**config.mk**
```make
export PLATFORM = sky130hd
export DESIGN_NAME = dm_write_buffer
export DESIGN_NICKNAME = d
export VERILOG_FILES = /design/src/rtl/dm_write_buffer.sv
export SDC_FILE = /design/constraint.sdc
export NUM_CORES = 1
export LEC_CHECK = 0
export ABC_AREA = 1
export BUFFER_PORTS_ARGS = -buffer_cell sky130_fd_sc_hd__buf_4
export CAP_MARGIN = 0
export CORE_MARGIN = 3
export CORE_UTILIZATION = 55
export CTS_BUF_LIST = sky130_fd_sc_hd__clkbuf_4 sky130_fd_sc_hd__clkbuf_8
export CTS_CLUSTER_DIAMETER = 120
export DETAILED_ROUTE_END_ITERATION = 7
export GPL_TIMING_DRIVEN = 1
export PLACE_DENSITY = 0.86
export SYNTH_ARGS = -nofsm -noshare
export SYNTH_HDL_FRONTEND = slang
export SYNTH_SLANG_ARGS = --single-unit
```
**constraint.sdc**
```tcl
create_clock -name clk -period 4 [get_ports clk]
set_clock_uncertainty 0.1 [all_clocks]
set_input_delay 1.2 -clock clk [delete_from_list [all_inputs] [get_ports clk]]
set_output_delay 1.2 -clock clk [all_outputs]
set_load 0.01 [all_outputs]
```
**src/rtl/dm_write_buffer.sv**
```systemverilog
// -----------------------------------------------------------------------------
// dm_write_buffer
//   Store buffer between the memory stage and the data memory. Stores are queued
//   in a small FIFO and written to memory in cycles where no load needs the single
//   shared address port. Loads see the youngest buffered store to the same
//   address, either by forwarding its data or by stalling until it has drained.
//
// Configuration macro:
//   WBUF_FORWARD_EN  defined   : a load that hits the buffer gets the youngest
//                                matching data, no stall.
//                    undefined : a load that hits the buffer stalls. The memory
//                                port is released to the drain for that cycle,
//                                and the load retries until no match remains.
//
// Ports:
//   clk        rising-edge clock
//   rst        synchronous, active-high reset (discards buffered stores)
//   cpu_addr   load/store word address
//   cpu_wdata  store data
//   cpu_we     store request
//   cpu_re     load request (ignored for loads when cpu_we is also high)
//   cpu_rdata  load data, combinational
//   stall      request not taken this cycle; hold the pipeline
//   wb_empty   no buffered stores
//   dm_addr    data memory address
//   dm_wdata   data memory write data
//   dm_we      data memory write enable
//   dm_rdata   data memory read data
// -----------------------------------------------------------------------------
module dm_write_buffer #(
  parameter int WIDTH     = 21,
  parameter int ADDR_BITS = 6,
  parameter int DEPTH     = 4
) (
  input  logic                 clk,
  input  logic                 rst,
  input  logic [ADDR_BITS-1:0] cpu_addr,
  input  logic [WIDTH-1:0]     cpu_wdata,
  input  logic                 cpu_we,
  input  logic                 cpu_re,
  output logic [WIDTH-1:0]     cpu_rdata,
  output logic                 stall,
  output logic                 wb_empty,
  output logic [ADDR_BITS-1:0] dm_addr,
  output logic [WIDTH-1:0]     dm_wdata,
  output logic                 dm_we,
  input  logic [WIDTH-1:0]     dm_rdata
);

  localparam int PTR_W = $clog2(DEPTH);
  localparam int CNT_W = PTR_W + 1;

  logic [ADDR_BITS-1:0] addr_mem_r [DEPTH];
  logic [WIDTH-1:0]     data_mem_r [DEPTH];
  logic [PTR_W-1:0]     head_r;
  logic [PTR_W-1:0]     tail_r;
  logic [CNT_W-1:0]     count_r;

  logic                 full_s;
  logic                 empty_s;
  logic                 load_s;
  logic                 match_s;
  logic                 hit_s;
  logic [PTR_W-1:0]     slot_s;
  logic                 load_stall_s;
  logic                 push_s;
  logic                 drain_s;
`ifdef WBUF_FORWARD_EN
  logic [WIDTH-1:0]     match_data_s;
`endif

  // Associative search, oldest to youngest, so the last hit is the youngest.
  always_comb begin
    match_s = 1'b0;
    hit_s   = 1'b0;
    slot_s  = head_r;
`ifdef WBUF_FORWARD_EN
    match_data_s = {WIDTH{1'b0}};
`endif
    for (int i = 0; i < DEPTH; i++) begin
      slot_s  = head_r + PTR_W'(i);
      hit_s   = (CNT_W'(i) < count_r) && (addr_mem_r[slot_s] == cpu_addr);
      match_s = match_s | hit_s;
`ifdef WBUF_FORWARD_EN
      match_data_s = hit_s ? data_mem_r[slot_s] : match_data_s;
`endif
    end
  end

  // Occupancy flags and the accept/drain decision for this cycle.
  always_comb begin
    full_s  = (count_r == CNT_W'(DEPTH));
    empty_s = (count_r == {CNT_W{1'b0}});
    // A simultaneous store and load is treated as a store only.
    load_s  = cpu_re && !cpu_we;
    push_s  = !rst && cpu_we && !full_s;
`ifdef WBUF_FORWARD_EN
    load_stall_s = 1'b0;
    drain_s      = !rst && !empty_s && !cpu_re;
`else
    load_stall_s = load_s && match_s;
    // A load stalled on a match gives its port slot to the drain so the
    // matching entries can leave the buffer.
    drain_s      = !rst && !empty_s && (!cpu_re || load_stall_s);
`endif
  end

  // Memory port, load data and pipeline handshake.
  always_comb begin
    dm_we    = drain_s;
    dm_addr  = drain_s ? addr_mem_r[head_r] : cpu_addr;
    dm_wdata = data_mem_r[head_r];
    stall    = (cpu_we && full_s) || load_stall_s;
    wb_empty = empty_s;
`ifdef WBUF_FORWARD_EN
    cpu_rdata = (load_s && match_s) ? match_data_s : dm_rdata;
`else
    cpu_rdata = dm_rdata;
`endif
  end

  // Entry storage; validity comes from count, so contents need no reset.
  always_ff @(posedge clk) begin
    if (push_s) begin
      addr_mem_r[tail_r] <= cpu_addr;
      data_mem_r[tail_r] <= cpu_wdata;
    end else begin
      addr_mem_r[tail_r] <= addr_mem_r[tail_r];
      data_mem_r[tail_r] <= data_mem_r[tail_r];
    end
  end

  // FIFO pointers and occupancy count.
  always_ff @(posedge clk) begin
    if (rst) begin
      head_r  <= {PTR_W{1'b0}};
      tail_r  <= {PTR_W{1'b0}};
      count_r <= {CNT_W{1'b0}};
    end else begin
      if (push_s) begin
        tail_r <= tail_r + PTR_W'(1);
      end else begin
        tail_r <= tail_r;
      end
      if (drain_s) begin
        head_r <= head_r + PTR_W'(1);
      end else begin
        head_r <= head_r;
      end
      case ({push_s, drain_s})
        2'b10:   count_r <= count_r + CNT_W'(1);
        2'b01:   count_r <= count_r - CNT_W'(1);
        default: count_r <= count_r;
      endcase
    end
  end

endmodule
```
==> results of run 1 <==
[power by group through the flow]
stage / Sequential, mW / Clock (mW) / Combinational, mW
final: 1.40 / 1.06 / 0.562
after global routing: 1.41 / 1.12 / 0.623
after CTS: 1.40 / 1.07 / 0.534
after detailed placement: 1.43 / 0 / 0.529
after global placement: 1.43 / 0 / 0.515
after floorplan: 1.42 / 0 / 0.368
[routing by layer]
metal	GRT usage [%]	part of all wire, %
met1	28.5	41
met2	37.9	48
met3	6.69	7.7
met4	12.2	3.7
met5	0	0
[synth_stat cells]
cell | n | area (um2)
buf_6 | 7 | 78.8
a211oi_1 | 1 | 7.51
buf_2 | 3 | 15.0
inv_2 | 2 | 7.51
nand2_1 | 189 | 709
clkbuf_2 | 1 | 5.00
inv_6 | 1 | 8.76
inv_4 | 1 | 6.26
edfxtp_1 | 108 | 3240
xor2_1 | 2 | 17.5
buf_4 | 24 | 180
nand3_1 | 42 | 210
o21ai_2 | 7 | 61.3
o21ai_1 | 3 | 15.0
nor2_1 | 73 | 274
nand2_4 | 7 | 78.8
o21ai_0 | 52 | 260
nand4_1 | 1 | 6.26
o22ai_1 | 21 | 131
clkbuf_1 | 12 | 45.0
nand2_2 | 8 | 50.1
dfxtp_1 | 9 | 180
a21oi_1 | 6 | 30.0
ha_1 | 9 | 113
inv_1 | 26 | 97.6
[stage by stage]
stage,hold slack [ns],setup WS (ns),power (mW)
5_1_grt,0.503,-0.0222,3.15
6_report,0.475,0.120,3.03
2_1_floorplan,0.398,0.369,1.79
3_3_place_gp,0.420,0.0904,1.94
4_1_cts,0.459,0.0445,3.01
3_5_place_dp,0.445,0.0977,1.96
[registers in the layout (all words and copies together) (netlist names), named ones only]
signal / flops
addr_mem_r: 24
count_r: 3
data_mem_r: 84
tail_r: 2
head_r: 2
[area by class of cell]
cell class	count	area [um2]	share of cell area, %
clock buffers	17	234	3.46
clock inverters	14	149	2.20
inverters	30	135	2.00
multi-input cells	422	2020	29.9
flip-flops and latches	117	3430	50.8
well taps	133	166	2.46
repair buffers	78	617	9.13
[logic make-up after synthesis]
family                   after synthesis
AND/OR/NAND/NOR                      320
flip-flops                           117
AO/OA/AOI/OAI                         90
buffers and inverters                 77
adder cells (fa/ha/maj)                9
XOR/XNOR                               2
[worst max-delay path: cells and delay by family]
kind                   cells  cell delay (ns)
AOI/OAI and AO/OA          1             0.05
and+or+nand+nor           10             0.93
buffers and inverters      3             0.39
[what timing repair did]
action / 4_1_cts / 5_1_grt
endpoints found under the setup margin: 0 / 7
resized for setup: 0 / 29
setup buffers: 0 / 4
[worst max-delay path by stage]
stage                            from          to  slack, ns  cells after the start
after floorplan           cpu_addr[5]  dm_addr[0]       0.37                     15
after global placement    cpu_addr[2]  dm_addr[4]       0.09                     14
after detailed placement  cpu_addr[2]  dm_addr[5]        0.1                     15
after CTS                   head_r[0]  dm_addr[5]       0.04                     17
after global routing        head_r[0]  dm_addr[0]      -0.02                     18
final                     cpu_addr[4]  dm_addr[2]       0.12                     14
==> impl_metrics.py, run 1 <==
metrics = {
    "drt": {
        "firstDrtPassIters": 8,
        "drc_errors": 0,
        "vias_per_cell": 5.58,
        "routed_wl_um": 13700,
        "routedWlPerCell_um": 16.9,
        "vias": 4523,
        "antenna_left": 0,
        "drtIter0Drc": 319,
    },
    "die": {
        "fp.dieW_um": 109,
        "rows": 36,
        "design.die.area_um2": 11900,
        "core_area_um2": 10000,
        "die_h_um": 109,
        "ios": 103,
        "initial_utilization_pct": 58.1,
    },
    "placed_design": {
        "place_inst": 775,
        "place_congestion": 0.936,
        "hpwl_um": 8400,
        "place_area_um2": 6240,
        "io_buffers": 60,
    },
    "global_routing": {
        "antenna_found_initial": 0,
        "grt_max_degree": 29,
        "grt.overflow.total": 0,
        "grt_pass1_vias": 4240,
        "grt_pass1_wl_um": 20700,
        "grt.total_usage_pct": 23.4,
    },
    "power": {
        "p_comb_share_pct": 18.6,
        "peakVddDrop_v": 0.000308,
        "pwr-share-seq_pct": 46.3,
        "switching_power_mw": 0.881,
        "p_per_area_nw_per_um2": 448,
        "p_leak_nw": 2.80,
        "p_sw_share_pct": 29.1,
        "internal_power_mw": 2.15,
        "p_clk_share_pct": 35.1,
    },
    "clocking": {
        "clockRootBuffer": "clkbuf_8",
        "cts_hold_buf": 0,
        "clock_path_buffers": 2,
        "cts-htree-levels": 4,
        "clock-sinks": 117,
        "cts_made_buffers": 17,
        "cts_tree": "yes",
        "clk_latency_ns": 0.42,
        "clk_pin_slew_ns": 0.08,
    },
    "synth": {
        "synth-seq-cells": 117,
        "synthCells": 615,
        "synth-compound-area-share_pct": 8.67,
        "syn_area_per_cell_um2": 9.48,
        "yosys_warnings": 0,
        "netlist_area_um2": 5830,
        "muxShareOfSynthArea_pct": 0,
        "synth_nets": 676,
        "yosysSeqAreaShare_pct": 58.7,
        "synth_top_family_by_area": "simple AND/OR/NAND/NOR gates",
        "synth_xor_area_share_pct": 0.300,
        "netlist-cell-type-count": 25,
        "yosys.area_share.simple_pct": 22.8,
        "synth_fa_ha_area_share_pct": 1.93,
    },
    "finish": {
        "layout_common_cells": "nand2_1, edfxtp_1, buf_4",
        "nFillCells": 777,
        "antennaDiodeCount": 0,
        "final_cell_count_no_fill": 811,
        "areaGrowthSynthToFinish_pct": 15.8,
        "drive_above_1_share_pct": 22.0,
        "fin_util_pct": 67.3,
        "fin_area_um2": 6760,
        "nets": 727,
        "mostFrequentLayoutCell": "nand2_1",
    },
    "critical_path": {
        "critical_path_class": "in2out",
        "worstPathCellList": "buf_4, inv_1, nand3_1, nand2_1, nand3_1, nor2_1, nor2_1, nand2_1, nand2_2, nand2_4, nand2_4, nand2_2, o21ai_2, buf_4",
        "cp-end-kind": "output port",
        "slowest_stage": "buf_4",
        "regToRegEndpoint": "count_r[2]",
        "regToRegSetupSlack_ns": 1.15,
        "critical_path.max_stage_delay_ns": 0.14,
        "start_kind": "primary input",
        "arrival_ns": 2.58,
        "cp_max_fo": 9,
        "reg2reg_depth": 19,
        "cp_data_required_time_ns": 2.70,
    },
    "timing": {
        "fin_crit_sh_pct": 97.0,
        "worstMarginPinSlew_ns": 0.710,
        "setup_tns_ns": 0,
        "setup_viol_count_final": 0,
        "period_minus_slack_ns": 3.88,
        "fmax_mhz": 258,
        "timing.final.hold_violations": 0,
        "slew_headroom_pct": 52.5,
        "finalMaxSlewViolations": 0,
    },
    "hold_path": {
        "hold_path_end": "tail_r[1]",
        "holdPathStages": 2,
        "hold_path.class": "reg2reg",
        "hp-start": "tail_r[1]",
    },
    "job": {
        "drv_cap": 0,
    },
    "outcome": {
        "outcome": "complete, no violations",
    },
}
(Power assumes the default switching activity.)
==> inputs of run 2 (changes only) <==
Settings changed: CORE_MARGIN 3 to 10.
Clock period 4 ns to 4.9 ns, I/O delays scaled along.
==> impl_metrics.py, run 2 (synthesis gave the netlist of run 1 again) <==
metrics = {
    "outcome": {
        "outcome": "complete, no violations",
    },
    "critical_path": {
        "r2r-start": "head_r[1]",
        "cp_max_fo": 15,
        "worstPathCellList": "buf_4, inv_1, nand2_1, nand2_1, nor2_1, nand2_1, nor2_1, nor2_1, nand2_1, nand2_2, nand2_4, nand2_4, nand2_1, o21ai_2, buf_4",
        "cp_data_required_time_ns": 3.33,
        "crit_start": "cpu_addr[1]",
        "regToRegEndpoint": "count_r[2]",
        "slowest_stage": "buf_4",
        "critical_path_class": "in2out",
        "critical_path.max_stage_delay_ns": 0.15,
        "start_kind": "primary input",
        "cpMostUsedCell": "nand2_1",
        "arrival_ns": 2.92,
        "reg2reg_depth": 20,
        "regToRegSetupSlack_ns": 1.64,
        "cp-end-kind": "output port",
    },
    "timing": {
        "setup_viol_count_final": 0,
        "grt_setup_unrepaired": "no",
        "fin_crit_sh_pct": 91.6,
        "fin_ws_ns": 0.411,
        "finalMaxSlewViolations": 0,
        "timing.final.hold_violations": 0,
        "slew_headroom_pct": 58.2,
        "worstMarginPinSlew_ns": 0.626,
        "setup_tns_ns": 0,
        "fmax_mhz": 223,
        "period_minus_slack_ns": 4.49,
    },
    "power": {
        "p_comb_share_pct": 16.6,
        "p_leak_nw": 2.77,
        "pwr-share-seq_pct": 44.2,
        "p_clk_share_pct": 39.1,
        "p_per_area_nw_per_um2": 390,
        "p_sw_share_pct": 27.2,
        "power_mw": 2.60,
        "peakVddDrop_v": 0.000288,
        "internal_power_mw": 1.89,
        "switching_power_mw": 0.706,
    },
    "hold_path": {
        "holdPathStages": 2,
        "hold_path.class": "reg2reg",
        "hold_path_end": "tail_r[1]",
        "hp-start": "tail_r[1]",
    },
    "clocking": {
        "clock-sinks": 117,
        "clk_pin_slew_ns": 0.08,
        "clk_latency_ns": 0.43,
        "cts_tree": "yes",
        "clockRootBuffer": "clkbuf_8",
        "clock_path_buffers": 2,
        "cts_hold_buf": 0,
        "cts-htree-levels": 4,
        "cts_made_buffers": 17,
    },
    "finish": {
        "nFillCells": 805,
        "areaGrowthSynthToFinish_pct": 14.1,
        "mostFrequentLayoutCell": "nand2_1",
        "largest_reg_flops": 84,
        "antennaDiodeCount": 0,
        "nets": 715,
        "layout_common_cells": "nand2_1, edfxtp_1, nor2_1",
        "final_cell_count_no_fill": 802,
        "reg_top3": "data_mem_r: 84 flops, addr_mem_r: 24 flops, count_r: 3 flops",
        "fin_area_um2": 6650,
        "drive_above_1_share_pct": 19.4,
        "top_register": "data_mem_r",
    },
    "die": {
        "fp.dieW_um": 123,
        "initial_utilization_pct": 56.5,
        "design.die.area_um2": 15100,
        "die_h_um": 123,
        "ios": 103,
        "core_area_um2": 10300,
        "rows": 37,
    },
    "drt": {
        "antenna_left": 0,
        "drtIter0Drc": 390,
        "routed_wl_um": 14000,
        "vias_per_cell": 5.71,
        "routedWlPerCell_um": 17.5,
        "vias": 4583,
        "drc_errors": 0,
        "firstDrtPassIters": 5,
    },
    "global_routing": {
        "grt_pass1_vias": 4686,
        "antenna_found_initial": 0,
        "grt_pass1_wl_um": 22200,
        "grt.total_usage_pct": 18.8,
        "grt.overflow.total": 0,
        "grt_max_degree": 55,
    },
    "job": {
        "drv_cap": 0,
    },
    "placed_design": {
        "place_area_um2": 6190,
        "hpwl_um": 8740,
        "place_inst": 771,
        "dp_slack_ns": 0.446,
        "io_buffers": 60,
        "place_congestion": 0.966,
    },
}
==> run 2: repair_timing <==
action / 4_1_cts / 5_1_grt
endpoints found under the setup margin: 0 / 1
setup buffers: 0 / 0
hold endpoints to repair: 0 / 0
gates resized for setup: 0 / 1
==> run 2: how the worst max path moves through the flow <==
stage	to	slack, ns	cells past startpoint
detailed placement	dm_addr[4]	0.45	15
CTS	dm_addr[4]	0.32	15
finish	dm_addr[5]	0.41	15
floorplan	dm_addr[0]	0.73	15
global route	dm_addr[5]	0.20	17
global placement	dm_addr[5]	0.50	16
==> run 2: layout make-up <==
type | count | area (um2) | area share [%]
clock inverters | 14 | 224 | 3.37
inverters | 30 | 120 | 1.81
well taps | 136 | 170 | 2.56
repair buffers | 67 | 503 | 7.56
clock buffers | 17 | 234 | 3.52
flip-flops and latches | 117 | 3430 | 51.5
multi-input cells | 421 | 1970 | 29.7
==> run 2: power groups by stage <==
stage / clock network [mW] / registers [mW] / logic, mW
after floorplan: 0 / 1.16 / 0.300
after global placement: 0 / 1.17 / 0.409
after detailed placement: 0 / 1.17 / 0.425
after CTS: 1.02 / 1.15 / 0.428
after global routing: 1.07 / 1.15 / 0.480
final: 1.02 / 1.15 / 0.431
==> run 2: through the flow <==
step           hold WS, ns  utilization [%]
6_report             0.455             64.4
3_5_place_dp         0.447             60.0
4_1_cts              0.463             64.4
2_1_floorplan        0.398                -
3_3_place_gp         0.414             60.0
5_1_grt              0.475             64.4
==> run 2: metal layers <==
metal / track usage (%) / share of wire (%) / vias to the layer above
li1: - / - / 2139
met2: 31.9 / 49 / 228
met1: 21.0 / 39 / 2160
met4: 9.83 / 3.4 / 0
met5: 0 / 0 / -
met3: 5.97 / 8.6 / 56
==> run 2: critical path, delay by kind of cell <==
family | cells | cell delay (ns)
simple gates | 11 | 0.99
buf+inv | 3 | 0.39
compound gates | 1 | 0.05
